**src/rtl/trojan_vector_sequencer.sv**
```systemverilog
// Trojan-screening test sequencer for one 5-input / 1-output gate-level subcircuit.
// It resets the subcircuit and applies LFSR vectors. Each captured response bit is folded
// into a 16-bit MISR, and the final signature is compared against a golden value.
module trojan_vector_sequencer #(
    parameter int unsigned       STIM_W         = 5,
    parameter logic [STIM_W-1:0] SEED           = 5'h01,
    parameter int unsigned       SETTLE         = 2,
    parameter int unsigned       DUT_RST_CYCLES = 2,
    parameter int unsigned       CNT_W          = 8
) (
    input  logic              I1470,
    input  logic              I1477,
    input  logic              start,
    input  logic              abort,
    input  logic [CNT_W-1:0]  vec_count,
    input  logic [15:0]       golden,
    input  logic              dut_resp,
    output logic [STIM_W-1:0] stim,
    output logic              dut_rst_n,
    output logic              busy,
    output logic              done,
    output logic              pass,
    output logic [15:0]       signature
);

    typedef enum logic [2:0] {
        StIdle,
        StRstd,
        StApply,
        StWait,
        StCapt,
        StCmp,
        StDone
    } state_e;

    // Last value of the shared wait counter for each timed state.
    localparam logic [3:0] RstLast    = 4'(DUT_RST_CYCLES - 1);
    localparam logic [3:0] SettleLast = 4'(SETTLE - 1);

    state_e              state_q, state_d;
    logic [STIM_W-1:0]   lfsr_q, lfsr_d;
    logic [STIM_W-1:0]   stim_q, stim_d;
    logic [15:0]         misr_q, misr_d;
    logic [15:0]         gold_q, gold_d;
    logic [CNT_W-1:0]    vnum_q, vnum_d;
    logic [CNT_W-1:0]    vcnt_q, vcnt_d;
    logic [3:0]          wcnt_q, wcnt_d;
    logic                pass_q, pass_d;

    logic                run_active;
    logic [CNT_W-1:0]    vcnt_inc;
    logic [STIM_W-1:0]   lfsr_step;
    logic [15:0]         misr_step;

    assign run_active = (state_q != StIdle) && (state_q != StDone);
    assign vcnt_inc   = vcnt_q + CNT_W'(1);
    assign lfsr_step  = {lfsr_q[STIM_W-2:0], lfsr_q[4] ^ lfsr_q[2]};
    assign misr_step  = {misr_q[14:0], 1'b0} ^ (misr_q[15] ? 16'h1021 : 16'h0000)
                        ^ {15'b0, dut_resp};

    // Next-state logic: abort overrides everything while a run is in progress.
    always_comb begin
        state_d = state_q;
        lfsr_d  = lfsr_q;
        stim_d  = stim_q;
        misr_d  = misr_q;
        gold_d  = gold_q;
        vnum_d  = vnum_q;
        vcnt_d  = vcnt_q;
        wcnt_d  = wcnt_q;
        pass_d  = pass_q;

        if (abort && run_active) begin
            // Signature keeps its partial value for post-mortem inspection.
            state_d = StIdle;
            stim_d  = '0;
            pass_d  = 1'b0;
            wcnt_d  = '0;
            vcnt_d  = '0;
        end else begin
            unique case (state_q)
                StIdle, StDone: begin
                    if (start) begin
                        state_d = StRstd;
                        vnum_d  = vec_count;
                        gold_d  = golden;
                        misr_d  = '0;
                        lfsr_d  = SEED;
                        stim_d  = '0;
                        pass_d  = 1'b0;
                        wcnt_d  = '0;
                        vcnt_d  = '0;
                    end
                end
                StRstd: begin
                    if (wcnt_q == RstLast) begin
                        wcnt_d  = '0;
                        state_d = (vnum_q != '0) ? StApply : StCmp;
                    end else begin
                        wcnt_d = wcnt_q + 4'd1;
                    end
                end
                StApply: begin
                    stim_d  = lfsr_q;
                    lfsr_d  = lfsr_step;
                    state_d = StWait;
                end
                StWait: begin
                    if (wcnt_q == SettleLast) begin
                        wcnt_d  = '0;
                        state_d = StCapt;
                    end else begin
                        wcnt_d = wcnt_q + 4'd1;
                    end
                end
                StCapt: begin
                    misr_d  = misr_step;
                    vcnt_d  = vcnt_inc;
                    state_d = (vcnt_inc == vnum_q) ? StCmp : StApply;
                end
                StCmp: begin
                    pass_d  = (misr_q == gold_q);
                    stim_d  = '0;
                    state_d = StDone;
                end
                default: state_d = StIdle;
            endcase
        end
    end

    // State and datapath registers with asynchronous active-low reset.
    always_ff @(posedge I1470 or negedge I1477) begin
        if (!I1477) begin
            state_q <= StIdle;
            lfsr_q  <= SEED;
            stim_q  <= '0;
            misr_q  <= '0;
            gold_q  <= '0;
            vnum_q  <= '0;
            vcnt_q  <= '0;
            wcnt_q  <= '0;
            pass_q  <= 1'b0;
        end else begin
            state_q <= state_d;
            lfsr_q  <= lfsr_d;
            stim_q  <= stim_d;
            misr_q  <= misr_d;
            gold_q  <= gold_d;
            vnum_q  <= vnum_d;
            vcnt_q  <= vcnt_d;
            wcnt_q  <= wcnt_d;
            pass_q  <= pass_d;
        end
    end

    assign stim      = stim_q;
    assign dut_rst_n = (state_q != StRstd);
    assign busy      = run_active;
    assign done      = (state_q == StDone);
    assign pass      = pass_q;
    assign signature = misr_q;

endmodule

```
**config.mk**
```make
export PLATFORM = sky130hd
export DESIGN_NAME = trojan_vector_sequencer
export DESIGN_NICKNAME = d
export VERILOG_FILES = /design/src/rtl/trojan_vector_sequencer.sv
export SDC_FILE = /design/constraint.sdc
export NUM_CORES = 1
export LEC_CHECK = 0
export ABC_AREA = 1
export CAP_MARGIN = 40
export CORE_MARGIN = 3
export CORE_UTILIZATION = 54
export DETAILED_ROUTE_END_ITERATION = 16
export PLACE_DENSITY_LB_ADDON = 0.1
export SLEW_MARGIN = 20
export SYNTH_ARGS = -nofsm -noshare
export SYNTH_HDL_FRONTEND = slang
export SYNTH_SLANG_ARGS = --single-unit
```
**constraint.sdc**
```tcl
create_clock -name I1470 -period 2.4 [get_ports I1470]
set_clock_uncertainty 0.15 [all_clocks]
set_input_delay 0.24 -clock I1470 [delete_from_list [all_inputs] [get_ports I1470]]
set_output_delay 0.24 -clock I1470 [all_outputs]
set_load 0.01 [all_outputs]
```
==> reports/metrics.cfg, run 1 <==
[cts]
clk_path_buf_depth=2
clkLatencyLatePin_ns=0.34
ctsHtreeMaxLevel=3
clkSlewWorstSetupHoldPaths_ns=0.07
cts_tree=built
clock-root-buffer=clkbuf_8
numCtsBuffers=9
cts_resized=0
cts_num_sinks=66

[synth]
synth_nets=450
ys_ff_latch=66
syn_inst=418
ys_warn_count=0
async_flop_share_pct=100
yosysUniqueCellTypes=35
synth-main-ff-cell=dfrtp_1
avgSynthCellArea_um2=8.05
syn_area_um2=3360
ys_seq_area_share_pct=49.1
synth_edf_count=0

[floorplanning]
rows=28
pin_count=54
die_area_um2=7210
die_y_um=84.9
placeableCoreArea_um2=5990
die_w_um=84.9
initial_utilization_pct=56.1

[placed_design]
gp_congestion=0.918
placed_area_um2=3970
pre_cts_ws_ns=0.402
numPlacedInstances=541
dp_hpwl_mm=5.41
io_buffers=53

[global_route]
grt_pass1_vias=2938
busiest_layer=met2
grt_use_met2_pct=36.9
grtUsageTotal_pct=23.1
overflow=0
grt_pass1_wl_mm=13.4
met3_usage_pct=3.69
use_met1_pct=31.9
grt_max_degree=33
antenna_found_initial=0

[sta]
min_period_over_period_pct=88.0
period_minus_slack_ns=2.11
drv_slew=0
slew_headroom_pct=65.8
rsz0062_at_grt=no
worst_slew_pin_slew_ns=0.512
fin_ws_ns=0.288
hold_ws_ns=0.244
setup-violations-final=0
finalSetupTns_ns=0
timing.fmax_ghz=0.474
finalHoldViolCount=0

[worst_setup_path]
crit_fanout=7
worstSetupStartpointType=flop
r2r_slack_ns=0.38
r2r_start=state_q[1]
rr_worst_depth=8
max_stage_delay_ns=0.55
r2r-end=pass
worstSetupPathType=reg2out
end_kind=output port
slowest_stage=clkdlybuf4s50_1
arrival_ns=1.72
crit_chain=inv_2 -> nand2_2 -> nand2_2 -> inv_4 -> clkdlybuf4s50_1
crit_top_cell=nand2_2
required_ns=2.01

[power_and_ir_drop]
p_leak_nw=2.06
total_power_mw=4.26
ir_worst_vdd_mv=0.544
power.density_nw_per_um2=1020

[finish]
layout.cells.non_filler=558
drive_above_1_share_pct=8.90
antenna_cells=0
utilization_pct=70.1
layout_common_cells=nand2_1, dfrtp_1, clkdlybuf4s50_1, nand3_1, inv_1
postLayoutCellArea_um2=4200
final_common_cell=nand2_1
nets=510
syn_to_final_growth_pct=24.8

[routing]
first_iter_violations=146
routed_via_density=5.23
vias=2918
drt-pass1-iter-count=4
ant_nets=0
post_drt_wl_per_cell_um=13.5
wl_mm=7.55
drc=0

[status]
status=complete, no violations

[job]
cap_violations=0

[min_path]
min_path_type=in2async

-- area by class of cell --
class                           count  area (µm²)
Tap cell                           75        93.8
Timing Repair Buffer               59         573
Clock inverter                      6        90.1
Sequential cell                    66        1650
Fill cell                         491        1790
Inverter                           52         198
Clock buffer                       10         128
Multi-Input combinational cell    290        1460
-- cell usage after synthesis, drive strengths merged (2+ instances only) --
| master | instances | area [µm²] |
|---|---|---|
| a21oi | 2 | 13.8 |
| buf | 3 | 25.0 |
| clkbuf | 7 | 26.3 |
| dfrtp | 65 | 1630 |
| ha | 3 | 37.5 |
| inv | 51 | 194 |
| nand2 | 133 | 529 |
| nand3 | 50 | 250 |
| nand4 | 7 | 43.8 |
| nor2 | 21 | 86.3 |
| nor3 | 4 | 30.0 |
| o21ai | 34 | 170 |
| o22ai | 3 | 18.8 |
| o31ai | 2 | 15.0 |
| o32ai | 2 | 17.5 |
| or2 | 2 | 12.5 |
| xnor2 | 7 | 61.3 |
| xor2 | 14 | 123 |
-- where the power goes --
part	switching (mW)	leakage (nW)	internal (mW)	total, mW
Combinational	1.03	1.08	0.586	1.62
Clock	0.438	0.107	0.589	1.03
Sequential	0.217	0.874	1.40	1.62
Total	1.68	2.06	2.58	4.26
-- flip-flops by register name (all words and copies together) (netlist names) --
name,count
vcnt_q,8
wcnt_q,4
signature,16
pass,1
state_q,3
gold_q,16
vnum_q,8
stim,5
lfsr_q,5
-- cell families after synthesis --
logic type      Yosys count  synth area share [%]
compound gates           47                  8.15
xor+xnor                 21                  5.47
simple gates            219                  28.7
flops                    66                  49.1
fa+ha+maj                 3                  1.12
buf+inv                  62                  7.40
-- per-layer routing --
metal	wire length [µm]	up-vias	share of wire, %
met2	3670	72	49
met1	3460	1373	46
li1	-	1464	-
met3	310	9	4.1
met4	110	0	1.5
met5	0	-	0
-- critical path: cells and delay by family (launching register included) --
kind / cells / cell delay, ns
and+or+nand+nor: 2 / 0.17
buffers and inverters: 3 / 0.77
DFF: 1 / 0.46
-- how the worst max path moves through the flow --
stage | from | end | cells past startpoint
detailed placement | start | pass | 6
finish | state_q[2] | busy | 5
global placement | start | pass | 6
CTS | state_q[2] | busy | 5
floorplan | state_q[1] | wcnt_q[2] | 13
global route | vcnt_q[0] | state_q[1] | 11
-- repair_timing --
action | in CTS | in global routing
buffers inserted | 0 | 0
hold buffers | 1 | 0
hold endpoints to repair | 18 | 0
Note: power is estimated with default switching activity, not from simulation.
==> run 2, diff against run 1 <==
--- a/config.mk
+++ b/config.mk
@@ -6,8 +6,7 @@
 export NUM_CORES = 1
 export LEC_CHECK = 0
 export ABC_AREA = 1
-export CAP_MARGIN = 40
-export CORE_MARGIN = 3
+export CORE_MARGIN = 8
 export CORE_UTILIZATION = 54
 export DETAILED_ROUTE_END_ITERATION = 16
 export PLACE_DENSITY_LB_ADDON = 0.1
==> reports/metrics.cfg, run 2 (same netlist as run 1, synthesis figures left out) <==
[status]
status=complete, no violations

[cts]
clock-root-buffer=clkbuf_8
cts_num_sinks=66  ; unchanged
numCtsBuffers=9  ; unchanged
ctsHtreeMaxLevel=3  ; unchanged
cts_resized=0  ; unchanged
clkLatencyLatePin_ns=0.34  ; about the same
clk_path_buf_depth=2  ; unchanged
cts_hold_buf=1  ; unchanged
clkSlewWorstSetupHoldPaths_ns=0.07  ; about the same
cts_setup_buffers=0  ; unchanged
cts_tree=built

[worst_setup_path]
worstSetupStartpointType=flop
worstSetupPathType=reg2out
required_ns=2.01  ; about the same
crit_fanout=7  ; unchanged
end_kind=output port
arrival_ns=1.70  ; -0.02 ns

[power_and_ir_drop]
total_power_mw=4.02  ; -5.7%
ir_worst_vdd_mv=0.505  ; -7.1%
power.density_nw_per_um2=971  ; -4.4%
p_leak_nw=2.04  ; -1.2%

[finish]
layout.cells.non_filler=554  ; -0.72%
utilization_pct=69.5  ; -0.58 points
drive_above_1_share_pct=8.14  ; -0.76 points
syn_to_final_growth_pct=23.0
postLayoutCellArea_um2=4140  ; -1.4%
nets=510  ; unchanged
antenna_cells=0  ; unchanged
layout_common_cells=nand2_1, dfrtp_1, clkdlybuf4s50_1, nand3_1, inv_1
final_common_cell=nand2_1

[routing]
drt-pass1-iter-count=4  ; unchanged
routed_via_density=5.38  ; +2.9%
ant_nets=0  ; unchanged
drc=0  ; unchanged
post_drt_wl_per_cell_um=14.2  ; +4.6%
first_iter_violations=153  ; +4.8%
wl_mm=7.84  ; +3.9%
vias=2982  ; +2.2%

[sta]
worst_slew_pin_slew_ns=0.507  ; -0.00464 ns
period_minus_slack_ns=2.09  ; -0.0249 ns
finalSetupTns_ns=0  ; unchanged
timing.fmax_ghz=0.479  ; +1.2%
hold_ws_ns=0.257  ; +0.0124 ns
setup-violations-final=0  ; unchanged
drv_slew=0  ; unchanged
rsz0062_at_grt=no
finalHoldViolCount=0  ; unchanged
slew_headroom_pct=66.2  ; +0.44 points
fin_ws_ns=0.313  ; +0.0249 ns
min_period_over_period_pct=87.0  ; -1.0 points

[placed_design]
gp_congestion=0.886  ; -3.5%
numPlacedInstances=541  ; unchanged
dp_hpwl_mm=5.76  ; +6.5%
pre_cts_ws_ns=0.472  ; +0.0702 ns
placed_area_um2=3980  ; +0.32%
io_buffers=53  ; unchanged

[floorplanning]
pin_count=54  ; unchanged
placeableCoreArea_um2=5960  ; -0.58%
initial_utilization_pct=56.5  ; +0.33 points
die_area_um2=9010  ; +25%
rows=28  ; unchanged
die_w_um=94.9  ; +12%
die_y_um=94.9  ; +12%

[global_route]
grt_max_degree=47  ; +42%
grt_pass1_wl_mm=13.3  ; -0.57%
grtUsageTotal_pct=18.8  ; -4.3 points
grt_pass1_vias=2989  ; +1.7%
overflow=0  ; unchanged
antenna_found_initial=0  ; unchanged

[job]
cap_violations=0  ; unchanged

[min_path]
min_path_type=in2async

run 2: cell types whose count changed in the layout (fill, tap and decap cells not counted):
cell        change
buf_12          +1
buf_4           -1
bufinv_16       -2
clkbuf_8        +1
clkinv_4        -1
clkinvlp_4      -1
inv_6           -1
run 2: cell type report:
class	count	area, µm²
clock buffer	11	141
clock inverter	1	5.00
fill	501	1820
inverter	52	198
multi-input combinational	290	1460
sequential	66	1650
tap	75	93.8
timing repair buffer	59	586
run 2: worst max-delay path, cell delays in order (launching register included):
cell,delay [ns]
dfrtp_1,0.44
inv_2,0.11
nand2_2,0.08
nand2_2,0.07
inv_4,0.11
clkdlybuf4s50_1,0.55
run 2: metal layers:
layer | up-vias | global-route usage (%) | wire length [µm]
li1 | 1456 | - | -
met1 | 1414 | 23.4 | 3410
met2 | 94 | 29.7 | 3880
met3 | 18 | 5.48 | 419
met4 | 0 | 8.32 | 141
met5 | - | 0 | 0
run 2: final timing paths:
check | start | end | slack [ns] | cells after the start
min in group I1470 | golden[9] | gold_q[9] | 0.29 | 3
worst max register to register | state_q[1] | signature[15] | 0.44 | 10
worst min register to register | stim[2] | stim[2] | 0.32 | 2
max in group asynchronous | I1477 | gold_q[6] | 1.23 | 3
worst min-delay path | I1477 | vcnt_q[0] | 0.26 | 2
worst max-delay path | state_q[2] | busy | 0.31 | 5
run 2: power breakdown:
part	internal, mW	leakage [nW]	switching, mW
registers	1.41	0.874	0.221
clock network	0.379	0.0770	0.382
logic	0.596	1.08	1.04
total	2.38	2.03	1.64
==> run 3, diff against run 2 <==
--- a/config.mk
+++ b/config.mk
@@ -7,7 +7,8 @@
 export LEC_CHECK = 0
 export ABC_AREA = 1
 export CORE_MARGIN = 8
-export CORE_UTILIZATION = 54
+export CORE_UTILIZATION = 55
+export CTS_BUF_LIST = sky130_fd_sc_hd__clkbuf_2 sky130_fd_sc_hd__clkbuf_4 sky130_fd_sc_hd__clkbuf_8
 export DETAILED_ROUTE_END_ITERATION = 16
 export PLACE_DENSITY_LB_ADDON = 0.1
 export SLEW_MARGIN = 20
==> reports/metrics.cfg, run 3 (same netlist as run 1, synthesis figures left out) <==
[job]
cap_violations=0  ; unchanged

[global_route]
grt_use_met2_pct=31.3  ; +1.6 points
met3_usage_pct=3.44  ; -2.0 points
grt_pass1_wl_mm=13.4  ; +0.98%
grt_max_degree=43  ; -8.5%
use_met1_pct=23.7  ; +0.27 points
overflow=0  ; unchanged
grt_pass1_vias=2957  ; -1.1%
antenna_found_initial=0  ; unchanged
grtUsageTotal_pct=19.0  ; +0.20 points
busiest_layer=met2

[routing]
first_iter_violations=126  ; -18%
ant_nets=0  ; unchanged
drc=0  ; unchanged
vias=2908  ; -2.5%
routed_via_density=5.23  ; -2.8%
post_drt_wl_per_cell_um=13.9  ; -1.5%
drt-pass1-iter-count=5  ; +1
wl_mm=7.76  ; -1.1%

[finish]
syn_to_final_growth_pct=23.8
nets=509  ; -0.20%
postLayoutCellArea_um2=4160  ; +0.60%
nFillCells=491  ; -2.0%
antenna_cells=0  ; unchanged
drive_above_1_share_pct=8.73  ; +0.59 points
final_common_cell=nand2_1
layout_common_cells=nand2_1, dfrtp_1, clkdlybuf4s50_1, nand3_1, inv_1
utilization_pct=70.3  ; +0.83 points

[power_and_ir_drop]
ir_worst_vdd_mv=0.541  ; +7.0%
p_switching_mw=1.64  ; +0.16%
p_clk_share_pct=20.9  ; +2.0 points
p_leak_nw=2.05  ; +0.50%
power.density_nw_per_um2=980  ; +0.95%
sequentialPowerShare_pct=39.8  ; -0.7 points
combPwrFrac_pct=39.3  ; -1.3 points
p_int_mw=2.44  ; +2.5%
p_sw_share_pct=40.2  ; -0.56 points

[sta]
timing.fmax_ghz=0.477  ; -0.55%
finalHoldViolCount=0  ; unchanged
setup-violations-final=0  ; unchanged
finalSetupTns_ns=0  ; unchanged
rsz0062_at_grt=no
period_minus_slack_ns=2.10  ; +0.0116 ns
slew_headroom_pct=59.8  ; -6.4 points
fin_ws_ns=0.301  ; -0.0116 ns
drv_slew=0  ; unchanged
worst_slew_pin_slew_ns=0.603  ; +0.0954 ns
min_period_over_period_pct=87.4  ; +0.48 points

[placed_design]
io_buffers=53  ; unchanged
placed_area_um2=3970  ; -0.19%
pre_cts_ws_ns=0.417  ; -0.0553 ns
gp_congestion=0.863  ; -2.6%
dp_hpwl_mm=5.76  ; about the same

[cts]
ctsHtreeMaxLevel=3  ; unchanged
clkSlewWorstSetupHoldPaths_ns=0.07  ; about the same
clkLatencyLatePin_ns=0.34  ; about the same
clk_path_buf_depth=2  ; unchanged
cts_resized=0  ; unchanged
cts_tree=built
cts_num_sinks=66  ; unchanged
clock-root-buffer=clkbuf_8
numCtsBuffers=9  ; unchanged

[floorplanning]
initial_utilization_pct=56.8  ; +0.33 points
pin_count=54  ; unchanged
die_y_um=94.2  ; -0.76%
rows=28  ; unchanged
die_area_um2=8870  ; -1.5%
die_w_um=94.2  ; -0.76%
placeableCoreArea_um2=5920  ; -0.59%

[min_path]
min_path_type=in2reg

[worst_setup_path]
worstSetupStartpointType=flop
required_ns=2.01  ; about the same
crit_fanout=7  ; unchanged
worstSetupPathType=reg2out
end_kind=output port
arrival_ns=1.71  ; about the same

[status]
status=complete, no violations

-- run 3: timing repair --
item / in CTS / in global routing
hold buffers: 1 / 0
setup endpoints to repair: 0 / 0
buffers inserted: 0 / 0
hold endpoints to repair: 23 / 0
-- run 3: layer usage --
metal  up-vias  share of wire (%)
li1       1455                  -
met1      1355                 44
met2        85                 49
met3        13                4.4
met4         0                1.9
met5         -                  0
-- run 3: worst paths after layout --
kind                       startpoint             to  slack [ns]  depth (start not counted)
max reg2reg                state_q[1]  signature[13]        0.38                         10
min                        golden[15]     gold_q[15]        0.28                          3
min reg2reg                   stim[3]        stim[3]        0.33                          2
max                        state_q[2]           busy        0.30                          5
max in group asynchronous       I1477     gold_q[13]        1.19                          3
min in group asynchronous       I1477      vcnt_q[5]        0.29                          2
-- run 3: metrics by stage --
stage / total power [mW] / instances / hold slack [ns]
2_1_floorplan: 2.78 / 418 / -0.206
3_3_place_gp: 3.22 / 540 / 0.139
3_5_place_dp: 3.26 / 540 / 0.136
4_1_cts: 4.11 / 556 / 0.280
5_1_grt: 4.41 / 556 / 0.286
6_report: 4.08 / 556 / 0.282
-- run 3: worst max-delay path, cell delays in order (launching register included) --
cell,delay (ns)
dfrtp_1,0.45
inv_2,0.11
nand2_2,0.08
nand2_2,0.07
inv_4,0.10
clkdlybuf4s50_1,0.55
-- run 3: layout make-up --
| cell class | count | area (µm²) | area share (%) |
|---|---|---|---|
| clock buffers | 13 | 166 | 4.00 |
| clock inverters | 2 | 12.5 | 0.301 |
| inverters | 52 | 198 | 4.75 |
| multi-input cells | 290 | 1460 | 35.1 |
| flip-flops and latches | 66 | 1650 | 39.7 |
| well taps | 75 | 93.8 | 2.25 |
| repair buffers | 58 | 578 | 13.9 |
-- run 3: power by group through the flow --
stage	logic [mW]	clock network, mW	registers [mW]
2_1_floorplan	1.19	0	1.59
3_3_place_gp	1.59	0	1.63
3_5_place_dp	1.61	0	1.64
4_1_cts	1.62	0.866	1.63
5_1_grt	1.83	0.916	1.66
6_report	1.60	0.853	1.62
